`config.mk`:
```
export PLATFORM = sky130hd
export DESIGN_NAME = keccak_absorb_ctrl_flat
export DESIGN_NICKNAME = d
export VERILOG_FILES = /design/src/rtl/keccak_absorb_ctrl_if.sv /design/src/rtl/keccak_absorb_ctrl.sv /design/src/flat_wrapper.sv
export SDC_FILE = /design/constraint.sdc
export NUM_CORES = 1
export LEC_CHECK = 0
export CORE_UTILIZATION = 25
export CTS_CLUSTER_SIZE = 28
export DETAILED_ROUTE_END_ITERATION = 7
export GPL_TIMING_DRIVEN = 0
export PLACE_DENSITY = 0.56
export SYNTH_ARGS = -nofsm -noshare
export SYNTH_HDL_FRONTEND = slang
export SYNTH_SLANG_ARGS = --single-unit
```
`constraint.sdc`:
```
create_clock -name ACLK -period 1.9 [get_ports ACLK]
set_input_delay 0.38 -clock ACLK [delete_from_list [all_inputs] [get_ports ACLK]]
set_output_delay 0.38 -clock ACLK [all_outputs]
set_load 0.03 [all_outputs]
```
`src/rtl/keccak_absorb_ctrl_if.sv`:
```
// Bundles the message stream, state-register load port and permutation handshake of the absorb controller.
// master = environment (drives the stream and perm_done), slave = controller.
interface keccak_absorb_ctrl_if #(
    parameter int DATA_WIDTH = 16
) ();
    logic [DATA_WIDTH-1:0] s_tdata;
    logic                  s_tvalid;
    logic                  s_tlast;
    logic                  s_tready;

    logic [DATA_WIDTH-1:0] reg_data;
    logic [7:0]            reg_dest;
    logic                  reg_we;

    logic                  perm_start;
    logic                  perm_done;

    logic                  busy;
    logic                  digest_valid;
    logic [15:0]           block_cnt;

    modport master (
        output s_tdata, s_tvalid, s_tlast, perm_done,
        input  s_tready, reg_data, reg_dest, reg_we, perm_start,
               busy, digest_valid, block_cnt
    );

    modport slave (
        input  s_tdata, s_tvalid, s_tlast, perm_done,
        output s_tready, reg_data, reg_dest, reg_we, perm_start,
               busy, digest_valid, block_cnt
    );
endinterface

```
`src/rtl/keccak_absorb_ctrl.sv`:
```
// Keccak absorb sequencer: clears the state, loads rate blocks, pads (macro ABSORB_PAD_EN) and requests permutations.
// Latency: a load-port write and perm_start appear one cycle after the accepted beat / deciding state.
// Backpressure: s_tready is high only in LOAD; a low s_tvalid stalls the block position without losing it.
module keccak_absorb_ctrl #(
    parameter int DATA_WIDTH = 16,
    parameter int RATE_WORDS = 68
) (
    input  logic                 ACLK,
    input  logic                 ARESETn,
    keccak_absorb_ctrl_if.slave  bus
);

    localparam logic [7:0] IDX_LAST   = 8'(RATE_WORDS - 1);
    localparam logic [7:0] DEST_CLEAR = 8'hFF;

`ifdef ABSORB_PAD_EN
    // Keccak pad10*1 with SHA-3 domain bits: 0x06 opens the pad, the word MSB closes it.
    localparam logic [DATA_WIDTH-1:0] PAD_FIRST = DATA_WIDTH'(6);
    localparam logic [DATA_WIDTH-1:0] PAD_LAST  = {1'b1, {(DATA_WIDTH-1){1'b0}}};

    typedef enum logic [2:0] {
        IDLE, CLEAR, LOAD, PAD, PERM, WAIT, DONE
    } state_e;
`else
    typedef enum logic [2:0] {
        IDLE, CLEAR, LOAD, PERM, WAIT, DONE
    } state_e;
`endif

    state_e                state_q, state_d;
    logic [7:0]            idx_q, idx_d;
    logic [15:0]           block_cnt_q, block_cnt_d;
    logic                  final_q, final_d;
    logic                  reg_we_q, reg_we_d;
    logic [7:0]            reg_dest_q, reg_dest_d;
    logic [DATA_WIDTH-1:0] reg_data_q, reg_data_d;
    logic                  perm_start_q, perm_start_d;
`ifdef ABSORB_PAD_EN
    logic                  pad_pend_q, pad_pend_d;
    logic                  pad_first_q, pad_first_d;
`endif

    logic blk_full;
    logic perm_ack;

    assign blk_full = (idx_q == IDX_LAST);
    // perm_start is registered, so a completion in the same cycle cannot belong to this request.
    assign perm_ack = bus.perm_done && !perm_start_q;

    always_comb begin
        state_d      = state_q;
        idx_d        = idx_q;
        block_cnt_d  = block_cnt_q;
        final_d      = final_q;
        reg_we_d     = 1'b0;
        reg_dest_d   = '0;
        reg_data_d   = '0;
        perm_start_d = 1'b0;
`ifdef ABSORB_PAD_EN
        pad_pend_d   = pad_pend_q;
        pad_first_d  = pad_first_q;
`endif

        unique case (state_q)
            IDLE: begin
                if (bus.s_tvalid) begin
                    state_d = CLEAR;
                end
            end

            CLEAR: begin
                reg_we_d    = 1'b1;
                reg_dest_d  = DEST_CLEAR;
                reg_data_d  = '0;
                block_cnt_d = '0;
                idx_d       = '0;
                final_d     = 1'b0;
`ifdef ABSORB_PAD_EN
                pad_pend_d  = 1'b0;
                pad_first_d = 1'b0;
`endif
                state_d     = LOAD;
            end

            LOAD: begin
                if (bus.s_tvalid) begin
                    reg_we_d   = 1'b1;
                    reg_dest_d = idx_q;
                    reg_data_d = bus.s_tdata;
                    if (bus.s_tlast) begin
                        final_d = 1'b1;
`ifdef ABSORB_PAD_EN
                        if (blk_full) begin
                            // Full block goes out first; padding then fills a fresh block.
                            state_d    = PERM;
                            idx_d      = '0;
                            pad_pend_d = 1'b1;
                        end else begin
                            state_d     = PAD;
                            idx_d       = idx_q + 8'd1;
                            pad_first_d = 1'b1;
                        end
`else
                        state_d = PERM;
                        idx_d   = '0;
`endif
                    end else if (blk_full) begin
                        state_d = PERM;
                        idx_d   = '0;
                    end else begin
                        idx_d = idx_q + 8'd1;
                    end
                end
            end

`ifdef ABSORB_PAD_EN
            PAD: begin
                reg_we_d    = 1'b1;
                reg_dest_d  = idx_q;
                reg_data_d  = (pad_first_q ? PAD_FIRST : '0) | (blk_full ? PAD_LAST : '0);
                pad_first_d = 1'b0;
                if (blk_full) begin
                    state_d = PERM;
                    idx_d   = '0;
                end else begin
                    idx_d = idx_q + 8'd1;
                end
            end
`endif

            PERM: begin
                perm_start_d = 1'b1;
                block_cnt_d  = (block_cnt_q == 16'hFFFF) ? block_cnt_q : block_cnt_q + 16'd1;
                state_d      = WAIT;
            end

            WAIT: begin
                if (perm_ack) begin
                    if (!final_q) begin
                        state_d = LOAD;
`ifdef ABSORB_PAD_EN
                    end else if (pad_pend_q) begin
                        state_d     = PAD;
                        pad_pend_d  = 1'b0;
                        pad_first_d = 1'b1;
`endif
                    end else begin
                        state_d = DONE;
                    end
                end
            end

            DONE: begin
                state_d = IDLE;
            end

            default: begin
                state_d = IDLE;
            end
        endcase
    end

    always_ff @(posedge ACLK or negedge ARESETn) begin
        if (!ARESETn) begin
            state_q      <= IDLE;
            idx_q        <= '0;
            block_cnt_q  <= '0;
            final_q      <= 1'b0;
            reg_we_q     <= 1'b0;
            reg_dest_q   <= '0;
            reg_data_q   <= '0;
            perm_start_q <= 1'b0;
`ifdef ABSORB_PAD_EN
            pad_pend_q   <= 1'b0;
            pad_first_q  <= 1'b0;
`endif
        end else begin
            state_q      <= state_d;
            idx_q        <= idx_d;
            block_cnt_q  <= block_cnt_d;
            final_q      <= final_d;
            reg_we_q     <= reg_we_d;
            reg_dest_q   <= reg_dest_d;
            reg_data_q   <= reg_data_d;
            perm_start_q <= perm_start_d;
`ifdef ABSORB_PAD_EN
            pad_pend_q   <= pad_pend_d;
            pad_first_q  <= pad_first_d;
`endif
        end
    end

    assign bus.s_tready     = (state_q == LOAD);
    assign bus.busy         = (state_q != IDLE);
    assign bus.digest_valid = (state_q == DONE);
    assign bus.reg_we       = reg_we_q;
    assign bus.reg_dest     = reg_dest_q;
    assign bus.reg_data     = reg_data_q;
    assign bus.perm_start   = perm_start_q;
    assign bus.block_cnt    = block_cnt_q;

endmodule

```
`src/flat_wrapper.sv`:
```
// flat-port wrapper written by rule: the top's interface ports become plain ports
module keccak_absorb_ctrl_flat 
#(
    parameter int DATA_WIDTH = 16,
    parameter int RATE_WORDS = 68
)
  (ACLK, ARESETn, bus_s_tdata, bus_s_tvalid, bus_s_tlast, bus_perm_done, bus_s_tready, bus_reg_data, bus_reg_dest, bus_reg_we, bus_perm_start, bus_busy, bus_digest_valid, bus_block_cnt);
  keccak_absorb_ctrl_if #(.DATA_WIDTH(DATA_WIDTH)) bus_i ();
  input  logic ACLK;
  input  logic ARESETn;
  input wire logic [$bits(bus_i.s_tdata)-1:0] bus_s_tdata;
  input wire logic [$bits(bus_i.s_tvalid)-1:0] bus_s_tvalid;
  input wire logic [$bits(bus_i.s_tlast)-1:0] bus_s_tlast;
  input wire logic [$bits(bus_i.perm_done)-1:0] bus_perm_done;
  output wire logic [$bits(bus_i.s_tready)-1:0] bus_s_tready;
  output wire logic [$bits(bus_i.reg_data)-1:0] bus_reg_data;
  output wire logic [$bits(bus_i.reg_dest)-1:0] bus_reg_dest;
  output wire logic [$bits(bus_i.reg_we)-1:0] bus_reg_we;
  output wire logic [$bits(bus_i.perm_start)-1:0] bus_perm_start;
  output wire logic [$bits(bus_i.busy)-1:0] bus_busy;
  output wire logic [$bits(bus_i.digest_valid)-1:0] bus_digest_valid;
  output wire logic [$bits(bus_i.block_cnt)-1:0] bus_block_cnt;
  assign bus_i.s_tdata = bus_s_tdata;
  assign bus_i.s_tvalid = bus_s_tvalid;
  assign bus_i.s_tlast = bus_s_tlast;
  assign bus_i.perm_done = bus_perm_done;
  assign bus_s_tready = bus_i.s_tready;
  assign bus_reg_data = bus_i.reg_data;
  assign bus_reg_dest = bus_i.reg_dest;
  assign bus_reg_we = bus_i.reg_we;
  assign bus_perm_start = bus_i.perm_start;
  assign bus_busy = bus_i.busy;
  assign bus_digest_valid = bus_i.digest_valid;
  assign bus_block_cnt = bus_i.block_cnt;
  keccak_absorb_ctrl #(.DATA_WIDTH(DATA_WIDTH), .RATE_WORDS(RATE_WORDS)) u_core (.ACLK(ACLK), .ARESETn(ARESETn), .bus(bus_i));
endmodule
```
==> results of run 1 <==
kinds of logic after synthesis:
kind of cell	count (synthesis)
simple gates	98
fa+ha+maj	3
buf+inv	18
mux	5
flops	54
compound gates	51
xor+xnor	1
worst register-to-register path, delay by kind of cell, from the launching register on:
family,cells,cell delay [ns]
flip-flops,1,0.43
AND/OR/NAND/NOR,2,0.20
buffers and inverters,1,0.21
AO/OA/AOI/OAI,3,0.61
adder cells (fa/ha/maj),1,0.28
repair_timing:
| action | 4_1_cts | 5_1_grt |
|---|---|---|
| cloned | 0 | 0 |
| endpoints found under the setup margin | 9 | 21 |
| resized for setup | 19 | 13 |
| pin swaps | 1 | 1 |
| buffers inserted | 0 | 5 |
Yosys cell counts, types with 4 or more instances:
| cell type | instances |
|---|---|
| a21oi_1 | 9 |
| a31oi_1 | 7 |
| and3_1 | 22 |
| dfrtp_1 | 54 |
| inv_1 | 7 |
| mux2i_1 | 5 |
| nand2_1 | 32 |
| nand2b_1 | 6 |
| nand3_1 | 9 |
| nor2_1 | 8 |
| o21ai_0 | 13 |
| o21ai_1 | 4 |
| o31ai_1 | 4 |
flip-flops by register name, indices dropped and copies added, names as in the netlist:
name,count
u_core.bus.block_cnt,16
u_core.bus.reg_data,16
u_core.bus.reg_dest,8
u_core.idx_q,8
u_core.state_q,3
u_core.bus.perm_start,1
u_core.bus.reg_we,1
u_core.final_q,1
routing by layer:
| metal | global-route usage, % | routed length [µm] |
|---|---|---|
| met4 | 4.01 | 58 |
| met5 | 0 | 0 |
| met1 | 15.1 | 2760 |
| met2 | 20.6 | 2890 |
| met3 | 2.29 | 247 |
through the flow:
step           utilization (%)  setup slack [ns]  TNS [ns]  std cells  power, mW
2_1_floorplan                -            0.0285         0        230       2.56
3_3_place_gp              34.8             -1.31    -71.96        424       3.21
3_5_place_dp              35.0            -0.505     -1.27        425       3.23
4_1_cts                   36.0            0.0115         0        432       3.99
5_1_grt                   36.8           -0.0235   -0.0507        437       4.27
6_report                  36.8            0.0522         0        437       4.03
power groups by stage:
stage                     Combinational, mW  Clock (mW)  Sequential (mW)
after floorplan                       0.720           0             1.84
after global placement                 1.68           0             1.53
after detailed placement               1.69           0             1.54
after CTS                              1.67       0.803             1.52
after global routing                   1.89       0.861             1.52
final                                  1.75       0.785             1.49
final cells by class:
class / count / area [µm²] / share of cell area (%)
multi-input combinational: 158 / 1020 / 29.7
clock inverter: 2 / 37.5 / 1.09
timing repair buffer: 71 / 699 / 20.4
clock buffer: 6 / 72.6 / 2.11
tap: 129 / 161 / 4.70
inverter: 10 / 37.5 / 1.09
buffer: 7 / 51.3 / 1.49
sequential: 54 / 1360 / 39.5
worst max-delay path by stage:
stage	start	to	slack [ns]	depth (start not counted)
floorplan	u_core.bus.block_cnt[0]	u_core.bus.block_cnt[2]	0.03	7
global placement	ARESETn	u_core.bus.reg_data[9]	-1.31	1
detailed placement	u_core.state_q[2]	bus_s_tready	-0.51	5
CTS	u_core.bus.block_cnt[3]	bus_block_cnt[3]	0.01	1
global route	u_core.bus.block_cnt[0]	u_core.bus.block_cnt[2]	-0.02	7
finish	u_core.bus.block_cnt[9]	bus_block_cnt[9]	0.05	1
==> flow_summary.json, run 1 <==
{
  "dpl_cell_area_mm2": 0.00326,
  "clockBufferDepth": 2,
  "rr_startpoint": "u_core.bus.block_cnt[0]",
  "row_count": 35,
  "clock_skew_ns": 0.00581,
  "final_cell_area_mm2": 0.00343,
  "crit_family": "buffers and inverters",
  "final_cell_mix": "clkdlybuf4s50_1 (57), dfrtp_1 (51), nand2_1 (32)",
  "cp.arrival_ns": 1.47,
  "yosys_warnings": 0,
  "path_buf_inv": 1,
  "wl_mm": 5.96,
  "mostFrequentLayoutCell": "clkdlybuf4s50_1",
  "drtAntennaViolNets": 0,
  "die_height_um": 101,
  "synth_top_family_by_area": "simple AND/OR/NAND/NOR gates",
  "intPower_mw": 2.44,
  "grt_start_max_net_pins": 31,
  "crit_type": "reg2out",
  "synth-seq-cells": 54,
  "port_buffers": 65,
  "dr.pass1.iters": 4,
  "cts.sinks": 54,
  "core_area_mm2": 0.00933,
  "clock_latency_ns": 0.31,
  "die_w_um": 101,
  "p_sw_share_pct": 39.3,
  "seqPwrFrac_pct": 37.1,
  "max-cap-violations": 0,
  "synth_area_mm2": 0.00244,
  "synth.area.top_cells": "dfrtp_1 (55%), and3_1 (5.6%), nand2_1 (4.9%)",
  "post_drt_wl_per_cell_um": 13.6,
  "nNetsFinal": 331,
  "overflow": 0,
  "synth_fp_nets": 254,
  "grt_pass1_vias": 1966,
  "hold_violations": 0,
  "viasPerCell": 4.55,
  "setup_viol": 0,
  "hp-class": "in2async",
  "worstPathMaxFanout": 7,
  "syn_avg_cell_area_um2": 10.6,
  "synth-compound-area-share_pct": 14.2,
  "syn_inst": 230,
  "route.vias.total": 1988,
  "outcome": "complete, no violations",
  "period_share_pct": 97.3,
  "grt_pass1_wl_mm": 9.54,
  "drc": 0,
  "synthToLayoutAreaGrowth_pct": 40.9,
  "worstPathRequired_ns": 1.52,
  "synth_cell_types": 46,
  "pwr-share-clk_pct": 19.5,
  "synth_top_cell_area_share_pct": 55.5,
  "cts_tree": "built",
  "cts_root_buf": "clkbuf_8",
  "seq_area_frac_synth_pct": 55.5,
  "p_comb_share_pct": 43.4,
  "max_slew_margin_pct": 51.5,
  "r2r-end": "u_core.bus.block_cnt[2]",
  "die_area_mm2": 0.0101,
  "synth_edf_count": 0,
  "antenna_found_initial": 0,
  "synthSimpleGateAreaFrac_pct": 22.9,
  "synthArstFlopShare_pct": 100,
  "cts.clk_slew.worst_paths_ns": 0.10,
  "cts-htree-levels": 2,
  "ios": 66,
  "drive_gt1_share_pct": 14.0,
  "worstSetupStartpointType": "flop",
  "power.density_mw_per_mm2": 1170,
  "cpPeakStageDelay_ns": 0.71,
  "tightest_slew_ns": 0.727,
  "fmax_mhz": 541,
  "whs_ns": 0.122,
  "synth_fa_ha_area_share_pct": 1.54,
  "synth_area_leader_cell": "dfrtp_1",
  "synth_ff_type": "dfrtp_1",
  "fill_cells": 930,
  "synthXorXnorAreaFrac_pct": 0.360,
  "antennaDiodeCount": 0,
  "start_util_pct": 26.1,
  "first_iter_violations": 50,
  "ff2ff_setup_slack_ns": 0.08,
  "synth.area.mux_share_pct": 2.05,
  "p_leak_nw": 1.61,
  "setup.worst_path.end_class": "output port",
  "crit_path_top_delay_cell": "clkdlybuf4s50_1",
  "p_sw_mw": 1.58,
  "rr_worst_depth": 7,
  "worstPathCellList": "clkdlybuf4s50_1",
  "cts_hold_buf": 0,
  "finalCriticalPeriod_ns": 1.85,
  "gp_congestion": 0.768,
  "grt.total_usage_pct": 12.0,
  "vdd_drop_max_uv": 385,
  "cts_made_buffers": 5,
  "place_hpwl_mm": 4.21,
  "slew_violations": 0
}
(Power assumes the default switching activity.)
==> run 2, diff against run 1 <==
- SETUP_SLACK_MARGIN: not set -> 0.02
==> run 2 against run 1 <==
Compared with the run above: via count up 1.0%; largest cell class unchanged; final area up 1.2%; sequential share of layout area down 0.43 points; power up 0.99%; critical path depth up 1; die area unchanged; hold slack worse by 0.0015 ns; combinational power about the same; worst setup slack better by 0.0031 ns; sequential power about the same; register-to-register slack better by 0.03 ns; clock power up 0.5%.
==> flow_summary.json, run 2 (synthesis gave the netlist of run 1 again) <==
{
  "finalCriticalPeriod_ns": 1.84,
  "cts_hold_buf": 0,
  "whs_ns": 0.120,
  "start_util_pct": 26.1,
  "drtAntennaViolNets": 0,
  "grt_setup_unrepaired": "yes",
  "max-cap-violations": 0,
  "outcome": "complete, no violations",
  "placed_cells": 425,
  "final_cell_mix": "clkdlybuf4s50_1 (55), dfrtp_1 (50), nand2_1 (32)",
  "hp-class": "in2async",
  "cts.clk_slew.worst_paths_ns": 0.10,
  "worstPathMaxFanout": 4,
  "clockBufferDepth": 2,
  "finalWorstSetupSlack_ns": 0.0553,
  "fill_cells": 928,
  "clock_skew_ns": 0.00893,
  "core_area_mm2": 0.00933,
  "nNetsFinal": 334,
  "grt_pass1_wl_mm": 9.54,
  "setup.worst_path.end_class": "output port",
  "vdd_drop_max_uv": 402,
  "ios": 66,
  "cts_tree": "built",
  "cts_made_buffers": 5,
  "die_w_um": 101,
  "grtUsageMet1_pct": 15.1,
  "tightest_slew_ns": 0.732,
  "worstPathCellList": "buf_4 -> clkdlybuf4s50_1",
  "grt_use_met2_pct": 20.6,
  "setup_viol": 0,
  "fin_cells": 440,
  "post_drt_wl_per_cell_um": 13.6,
  "gp_congestion": 0.768,
  "antennaDiodeCount": 0,
  "busiest_layer": "met2",
  "worstPathRequired_ns": 1.52,
  "port_buffers": 65,
  "fmax_mhz": 542,
  "pre_cts_slack_ns": -0.505,
  "worstSetupStartpointType": "flop",
  "die_height_um": 101,
  "cts.sinks": 54,
  "max_slew_margin_pct": 51.2,
  "path_buf_inv": 2,
  "grt_start_max_net_pins": 31,
  "crit_type": "reg2out",
  "row_count": 35,
  "wl_mm": 6.00,
  "cpPeakStageDelay_ns": 0.66,
  "crit_family": "buffers and inverters",
  "slew_violations": 0,
  "crit_start": "u_core.bus.block_cnt[1]",
  "power.density_mw_per_mm2": 1170,
  "cts-htree-levels": 2,
  "route.vias.total": 2008,
  "dr.pass1.iters": 4,
  "die_area_mm2": 0.0101,
  "viasPerCell": 4.56,
  "first_iter_violations": 61,
  "grt_pass1_vias": 1966,
  "overflow": 0,
  "period_share_pct": 97.1,
  "synthToLayoutAreaGrowth_pct": 42.6,
  "grt.total_usage_pct": 12.0,
  "clock_latency_ns": 0.31,
  "p_leak_nw": 1.66,
  "rr_startpoint": "u_core.idx_q[5]",
  "drive_gt1_share_pct": 15.8,
  "cts_root_buf": "clkbuf_8",
  "hold_violations": 0,
  "cp.arrival_ns": 1.46,
  "antenna_found_initial": 0,
  "drc": 0,
  "grt.met3_usage_pct": 2.29,
  "crit_path_top_delay_cell": "clkdlybuf4s50_1",
  "mostFrequentLayoutCell": "clkdlybuf4s50_1",
  "place_hpwl_mm": 4.21
}
==> run 2: final cells by class <==
cell class | instances | area (µm²) | area share (%)
flip-flops and latches | 54 | 1360 | 39.0
multi-input cells | 158 | 1030 | 29.6
repair buffers | 74 | 727 | 20.9
well taps | 129 | 161 | 4.65
clock buffers | 6 | 72.6 | 2.09
plain buffers | 7 | 52.6 | 1.51
clock inverters | 2 | 37.5 | 1.08
inverters | 10 | 37.5 | 1.08
==> run 2: path summary, 6_finish.rpt <==
check | to | slack, ns | cells after the start
min | u_core.bus.reg_we | 0.12 | 1
max reg2reg | u_core.idx_q[0] | 0.11 | 5
min in group ACLK | u_core.bus.block_cnt[15] | 0.53 | 1
min reg2reg | u_core.bus.block_cnt[15] | 0.53 | 1
max | bus_block_cnt[1] | 0.06 | 2
max in group asynchronous | u_core.state_q[0] | 1.18 | 2
==> run 2: power by group <==
part	leakage (nW)	internal, mW	switching, mW
Combinational	0.879	0.712	1.07
Sequential	0.732	1.36	0.132
Clock	0.0514	0.394	0.395
Total	1.66	2.47	1.60
==> run 2: metrics by stage <==
stage	setup TNS [ns]	total power [mW]	area [µm²]	utilization (%)
6_report	0	4.07	3470	37.3
3_5_place_dp	-1.27	3.23	3260	35.0
2_1_floorplan	0	2.56	2440	-
5_1_grt	0	4.31	3470	37.3
3_3_place_gp	-71.96	3.21	3250	34.8
4_1_cts	0	3.99	3360	36.0
==> run 2: what timing repair did <==
action / 4_1_cts / 5_1_grt
gates resized for setup: 19 / 22
setup buffers: 0 / 8
pin swaps: 1 / 1
endpoints found under the setup margin: 11 / 25
==> run 2: per-layer routing <==
layer / vias to the layer above / wire length [µm] / part of all wire [%]
met5: - / 0 / 0
met4: 0 / 57 / 0.95
li1: 977 / - / -
met1: 973 / 2790 / 46
met2: 53 / 2910 / 48
met3: 5 / 252 / 4.2
==> run 2: worst reg2reg max path, delay by kind of cell, from the launching register on <==
kind	cells	cell delay (ns)
AO/OA/AOI/OAI	1	0.34
multiplexers	1	0.08
buffers and inverters	1	0.11
AND/OR/NAND/NOR	2	0.69
flip-flops	1	0.46
